$ cat config.mk
export PLATFORM = sky130hd
export DESIGN_NAME = bus_arbiter_4
export DESIGN_NICKNAME = d
export VERILOG_FILES = /design/src/rtl/bus_arbiter_4.sv
export SDC_FILE = /design/constraint.sdc
export NUM_CORES = 1
export LEC_CHECK = 0
export CORE_MARGIN = 1.5
export CORE_UTILIZATION = 54
export DETAILED_ROUTE_END_ITERATION = 8
export DONT_BUFFER_PORTS = 1
export PLACE_DENSITY = 0.79
export SYNTH_ARGS = -nofsm -noshare
export SYNTH_HDL_FRONTEND = slang
export SYNTH_SLANG_ARGS = --single-unit
$ cat constraint.sdc
create_clock -name clk -period 1.7 [get_ports clk]
set_input_delay 0.34 -clock clk [delete_from_list [all_inputs] [get_ports clk]]
set_output_delay 0.34 -clock clk [all_outputs]
set_load 0.01 [all_outputs]
$ cat src/rtl/bus_arbiter_4.sv
// bus_arbiter_4: round-robin owner of a shared MUX_4/DEMUX_4 bus with select settle window.
// Optional hold-limit preemption is enabled by defining ARB_HOLD_LIMIT_EN.
module bus_arbiter_4 #(
    parameter int SETTLE_CYC = 2,
    parameter int MAX_HOLD   = 8
) (
    input  logic       clk,
    input  logic       rst_n,
    input  logic [3:0] req,
    output logic [3:0] gnt,
    output logic       s0,
    output logic       s1,
    output logic       bus_valid,
    output logic       busy
);
    typedef enum logic [1:0] {IDLE, SETTLE, OWN, RELEASE} state_t;
    state_t     state;
    logic [1:0] last;
    logic [1:0] pick;
    logic [3:0] cnt;
    logic       preempt;
    always_comb begin
        pick = last;
        for (int i = 3; i >= 0; i--)
            pick = req[2'(last + 2'(i + 1))] ? 2'(last + 2'(i + 1)) : pick;
    end
`ifdef ARB_HOLD_LIMIT_EN
    logic [7:0] hold;
    // hold counts completed OWN cycles, so the current cycle is number hold+1
    assign preempt = state == OWN && hold >= 8'(MAX_HOLD - 1) && |(req & ~gnt);
    always_ff @(posedge clk)
        hold <= (!rst_n || state != OWN) ? 8'd0 : (hold == 8'hff ? hold : hold + 8'd1);
`else
    assign preempt = MAX_HOLD < 0;
`endif
    always_ff @(posedge clk) begin
        if (!rst_n) begin
            state     <= IDLE;
            gnt       <= 4'b0;
            s0        <= 1'b0;
            s1        <= 1'b0;
            bus_valid <= 1'b0;
            busy      <= 1'b0;
            last      <= 2'd3;
            cnt       <= 4'd0;
        end else begin
            case (state)
                IDLE: if (|req) begin
                    gnt      <= 4'b1 << pick;
                    {s1, s0} <= pick;
                    last     <= pick;
                    cnt      <= 4'(SETTLE_CYC);
                    busy     <= 1'b1;
                    state    <= SETTLE;
                end
                SETTLE: if (!req[{s1, s0}]) begin
                    gnt   <= 4'b0;
                    state <= RELEASE;
                end else if (cnt == 4'd1) begin
                    bus_valid <= 1'b1;
                    state     <= OWN;
                end else begin
                    cnt <= cnt - 4'd1;
                end
                OWN: if (!req[{s1, s0}] || preempt) begin
                    gnt       <= 4'b0;
                    bus_valid <= 1'b0;
                    state     <= RELEASE;
                end
                default: begin
                    busy  <= 1'b0;
                    state <= IDLE;
                end
            endcase
        end
    end
endmodule

==> results of run 1 <==
[worst max-delay path, delay by kind of cell (launching register included)]
kind                       cells  cell delay (ps)
and+or+nand+nor                2              700
DFF                            1              380
AOI/OAI and AO/OA              3              360
adders and majority gates      1              140
[stage by stage]
stage                     util, %  hold WS, ps  setup WS (ps)
after global routing         65.8          129          -29.0
after CTS                    64.3          137           5.45
after detailed placement     61.7          422          -82.3
after global placement       61.7          421           50.3
final                        65.8          144           56.2
after floorplan                 -          468           64.6
[path summary, 6_finish.rpt]
check	from	end	slack, ps	cells after the start
worst max-delay path	cnt[0]	state[0]	60	6
worst max register to register	cnt[0]	state[0]	60	6
worst min register to register	state[0]	state[0]	510	2
worst min-delay path	rst_n	last[0]	140	1
[registers in the layout (all words and copies together), names as in the netlist]
register,count
state,2
s1,1
gnt,4
cnt,4
busy,1
s0,1
last,2
bus_valid,1
[area by class of cell]
cell class	instances	area [um2]
clock buffers	3	22.5
fillers	141	527
inverters	5	18.8
multi-input cells	83	583
flip-flops and latches	16	325
well taps	16	20.0
repair buffers	6	45.0
[what timing repair did]
item	4_1_cts	5_1_grt
gates cloned	0	0
gates resized for setup	5	6
setup buffers	1	0
pin swaps	2	2
endpoints found under the setup margin	1	10
hold buffers	0	0
[placed cells by master (no fill, tap or decap), drive strengths merged, types with 2 or more instances in the layout]
cell type and instances:
dfxtp 16, nor2 15, o21ai 9, buf 6
ha 6, nor2b 5, inv 5, nand2 4
nand2b 4, a22oi 4, o21a 3, clkbuf 3
a21oi 3, and2 3, nand3 3, or3 2
nor3 2, a31oi 2, nor4 2
[logic make-up after synthesis]
kind of cell             after synthesis  synth area share, %
flip-flops                            16                 35.5
XOR/XNOR                               2                 1.94
buffers and inverters                  7                 3.05
AO/OA/AOI/OAI                         27                 19.4
AND/OR/NAND/NOR                       46                 28.2
multiplexers                           2                 3.61
adder cells (fa/ha/maj)                6                 8.32
[routing by layer]
layer,vias up,global-route usage [%]
met4,0,12.7
met1,376,27.2
met2,17,36.5
met5,-,0
li1,396,-
met3,2,5.83
[where the power goes]
group | internal [uW] | leakage [uW] | switching [uW]
sequential | 515 | 0.000132 | 145
clock | 82.2 | 0.0000138 | 114
combinational | 463 | 0.000257 | 516
==> qor.txt, run 1 <==
Status = finished, final reports clean
Avg Cell Area, Syn = 8.51 um2
Worst skew pair latency = 280 ps
CTS max path bufs = 2
Nets = 127
Tightest Pin Transition = 375 ps
Final WL = 1970 um
Slew HR = 74.6%
Clock transition at path regs = 90 ps
Uppermost layer routed = met4
Worst min path class = input pin to flip-flop
Area of the die = 1920 um2
Power Total = 1840 uW
Setup violations, final = 0
Htree depth = 1
Starting density of the core = 58.5%
Via density = 6.13
LEAKAGE = 0.000403 uW
Share of layout cells above drive strength 1 = 19.5%
Core area = 1540 um2
Wire length on met1 = 912 um
Commonest cells post-synth = dfxtp_1 (16), nor2_1 (15), o21ai_0 (9)
Most common cell in the netlist = dfxtp_1
Row cnt = 14
Detailed placement HPWL = 1430 um
Final RePlAce weighted congestion = 0.839
Area Overhead vs Synth = 12.5%
Synth Register Bits = 16
Mapped cell area = 902 um2
Synth Warn # = 0
Cell Chain, Critical Path = ha_4 > or3b_4 > a21oi_4 > a21oi_1 > or3_1 > a21boi_1
Finished Cell Area = 1010 um2
Kind of critical path = flip-flop to flip-flop
Vias in the first global route = 774
First-pass GRT wire length = 3180 um
TNS Setup = 0 ps
Metal3 WL = 71 um
Dpl cells = 125
Met2 routed WL = 974 um
Drt drc = 0
Reported max-cap violation count = 0
Detailed Routing Iterations Pass 1 = 4
GRT Util Overall = 22.7%
Via Count = 791
Antenna violations before repair = 0
Worst setup SP type = flip-flop
Critical Path Fanout Max = 4
Pwr dens = 1810 nW/um2
Top-area cell type share of the netlist area = 35.5%
Die height = 43.9 um
Routed Antenna Nets = 0
Final Cycle Share = 96.7%
Syn_nets = 118
Final hold viol count = 0
Top Ports = 14
Die width = 43.9 um
Max Freq = 0.608 GHz
Root Driver = clkbuf_4
Synth cell types = 37
Slowest cell delay on critical path = 390 ps
Maximum vdd drop = 0.000785 V
Unrepaired setup endpoints after global routing = yes
Tmin final = 1640 ps
Top cells by area, synth = dfxtp_1 (36%), ha_1 (8.3%), nor2_1 (6.2%)
Number of synthesized flops with an enable pin = 0
Sequential-to-total area share from yosys stat = 35.5%
Critical Path AT = 1860 ps
Leading area contributor after synthesis = dfxtp_1
Syn Inst Count = 106
CP max stage cell = or3b_4
Total CTS buffers = 3
Drt wl/cell = 15.3 um
Slew Limit Fails = 0
Port Buffers = 0
Async SR Flop Fraction = 0%
Crit end category = flip-flop
CTS tree = done
Ant diodes = 0
Synth Flop Type = dfxtp_1
Grt ovf = 0
Post-placement cell area = 951 um2
Clock Sink Count = 16
Fin cells = 129
Data required, critical path = 1920 ps
Largest net degree at the start of global routing = 17
DRT iter0 DRCs = 13
Layout Skew = 7.37 ps
(Power assumes the default switching activity.)
==> run 2: changes to the inputs <==
- CORE_UTILIZATION: 54 -> 46
- DONT_BUFFER_PORTS: 1 -> default
- PLACE_DENSITY: 0.79 -> 0.8
- SKIP_CTS_REPAIR_TIMING: default -> 1
- SLEW_MARGIN: default -> 20
==> run 2 against run 1 <==
Compared with the run above:
- critical path depth down 1
- routed wire length up 30%
- critical path type unchanged
- highest routed layer unchanged
- via count up 15%
- global-route usage down 1.2 points
- register-to-register slack worse by 30 ps
- die area up 16%
- sequential cell count unchanged
- total power up 24%
- setup slack worse by 33 ps
==> qor.txt, run 2 (synthesized netlist as in run 1, its figures left out) <==
Status = finished, final reports clean (unchanged)
Max Freq = 0.596 GHz (was 0.608 GHz)
Power Total = 2270 uW (was 1840 uW)
Worst Hold Depth = 2 (was 1)
Tightest Pin Transition = 404 ps (was 375 ps)
Dpl cells = 153 (was 125)
Largest net degree at the start of global routing = 10 (was 17)
Final RePlAce weighted congestion = 0.866 (was 0.839)
Fin cells = 159 (was 129)
Reported max-cap violation count = 0 (unchanged)
Drt wl/cell = 16.1 um (was 15.3 um)
Worst Setup SP = state[0] (was cnt[0])
Commonest non-fill, non-tap cell in the layout = nor2_1 (unchanged)
Slowest cell delay on critical path = 430 ps (was 390 ps)
Nets = 147 (was 127)
Slew Limit Fails = 0 (unchanged)
Share of layout cells above drive strength 1 = 29.9% (was 19.5%)
Layout Skew = 14.6 ps (was 7.37 ps)
Slew HR = 72.8% (was 74.6%)
Final WL = 2570 um (was 1970 um)
Switch Pwr = 955 uW (was 776 uW)
Die width = 47.3 um (was 43.9 um)
Port Buffers = 13 (was 0)
Grt ovf = 0 (unchanged)
Pwr dens = 1730 nW/um2 (was 1810 nW/um2)
Htree depth = 1 (unchanged)
Worst setup SP type = flip-flop (unchanged)
Comb pwr share = 59.3% (was 53.3%)
Clock transition at path regs = 110 ps (was 90 ps)
First-pass GRT wire length = 3430 um (was 3180 um)
Final hold slack = 516 ps (was 144 ps)
CP top delay family = compound AO/OA/AOI/OAI gates (was simple AND/OR/NAND/NOR gates)
Area of the die = 2240 um2 (was 1920 um2)
Commonest non-fill, non-tap cells in the layout = nor2_1 (15), buf_4 (13), dfxtp_1 (12), o21ai_0 (9), clkdlybuf4s50_1 (9) (was nor2_1 (15), dfxtp_1 (12), o21ai_0 (9), buf_4 (6))
Cell Chain, Critical Path = inv_1 > ha_1 > a211o_4 > a22oi_2 > nor2b_1 (was ha_4 > or3b_4 > a21oi_4 > a21oi_1 > or3_1 > a21boi_1)
Top Ports = 14 (unchanged)
Final hold viol count = 0 (unchanged)
Worst skew pair latency = 300 ps (was 280 ps)
DRT iter0 DRCs = 30 (was 13)
Clock Sink Count = 16 (unchanged)
Switching part of the total power = 42.1% (was 42.3%)
Area Overhead vs Synth = 45.1% (was 12.5%)
Total CTS buffers = 3 (unchanged)
Antenna violations before repair = 0 (unchanged)
Root Driver = clkbuf_4 (unchanged)
Reg2reg start = state[0] (was cnt[0])
Hold path startpoint = state[0] (was rst_n)
LEAKAGE = 0.000548 uW (was 0.000403 uW)
Detailed Routing Iterations Pass 1 = 4 (unchanged)
Maximum vdd drop = 0.00108 V (was 0.000785 V)
Setup WS pre-CTS = -369 ps (was -82.3 ps)
Critical Path Fanout Max = 6 (was 4)
Critical Path AT = 1860 ps (about the same)
Setup violations, final = 0 (unchanged)
Final Core Density = 73.4% (was 65.8%)
Vias in the first global route = 812 (was 774)
Reg2Reg Depth = 5 (was 6)
Biggest regs = cnt: 4 flops, gnt: 4 flops (unchanged)
Die height = 47.3 um (was 43.9 um)
GRT Util Overall = 21.5% (was 22.7%)
Drt drc = 0 (unchanged)
Tmin final = 1680 ps (was 1640 ps)
Ant diodes = 0 (unchanged)
Flop pwr share = 29.1% (was 35.9%)
Power Internal = 1310 uW (was 1060 uW)
Worst Path Buf+Inv = 1 (was 0)
Crit path depth = 5 (was 6)
Routed Antenna Nets = 0 (unchanged)
Via density = 5.70 (was 6.13)
Detailed placement HPWL = 1540 um (was 1430 um)
Starting density of the core = 50.6% (was 58.5%)
Via Count = 906 (was 791)
CTS max path bufs = 2 (unchanged)
Row cnt = 15 (was 14)
Worst min path class = flip-flop to flip-flop (was input pin to flip-flop)
CTS tree = done (unchanged)
CP max stage cell = ha_1 (was or3b_4)
Data required, critical path = 1880 ps (was 1920 ps)
Clock share of power = 11.6% (was 10.7%)
Kind of critical path = flip-flop to flip-flop (unchanged)
Final Cycle Share = 98.7% (was 96.7%)
Core area = 1780 um2 (was 1540 um2)
Worst Setup Slack, final = 22.9 ps (was 56.2 ps)
Crit end category = flip-flop (unchanged)
[run 2: cell count changes in the layout (fill, tap and decap cells not counted), sizes merged]
cell / delta
clkdlybuf4s50: +9
buf: +7
dlymetal6s2s: +4
clkbuf: +1
[run 2: worst paths after layout]
check             endpoint  slack [ps]
setup / recovery    gnt[0]          20
hold / removal    state[0]         520
setup reg to reg    gnt[0]          20
hold reg to reg   state[0]         520
[run 2: cell type report]
cell class | count | area [um2]
repair buffers | 26 | 238
well taps | 25 | 31.3
flip-flops and latches | 16 | 328
fillers | 130 | 474
multi-input cells | 83 | 657
inverters | 5 | 18.8
clock buffers | 4 | 36.3
[run 2: through the flow]
step                      instance area, um2  TNS (ps)
after global placement                  1140     -3590
after floorplan                          902         0
after CTS                               1170      -218
after detailed placement                1140     -4150
final                                   1310         0
after global routing                    1310     -98.0
[run 2: layer usage]
metal	track usage [%]	vias to the layer above	share of wire, %	wire, um
met5	0	-	0	0
met4	6.67	0	0.51	13
met3	5.00	2	3.4	87
met2	33.8	24	50	1280
met1	29.1	442	46	1180
li1	-	438	-	-
[run 2: worst min-delay path, stage by stage (launching register included)]
cell and delay, ps:
dfxtp_1 360, nand2_1 70, a21boi_1 50
[run 2: power groups by stage]
stage	combinational (uW)	clock, uW	sequential [uW]
after global routing	1460	278	674
after CTS	1070	257	631
after global placement	1030	0	627
after detailed placement	1050	0	638
final	1350	263	661
after floorplan	696	0	625
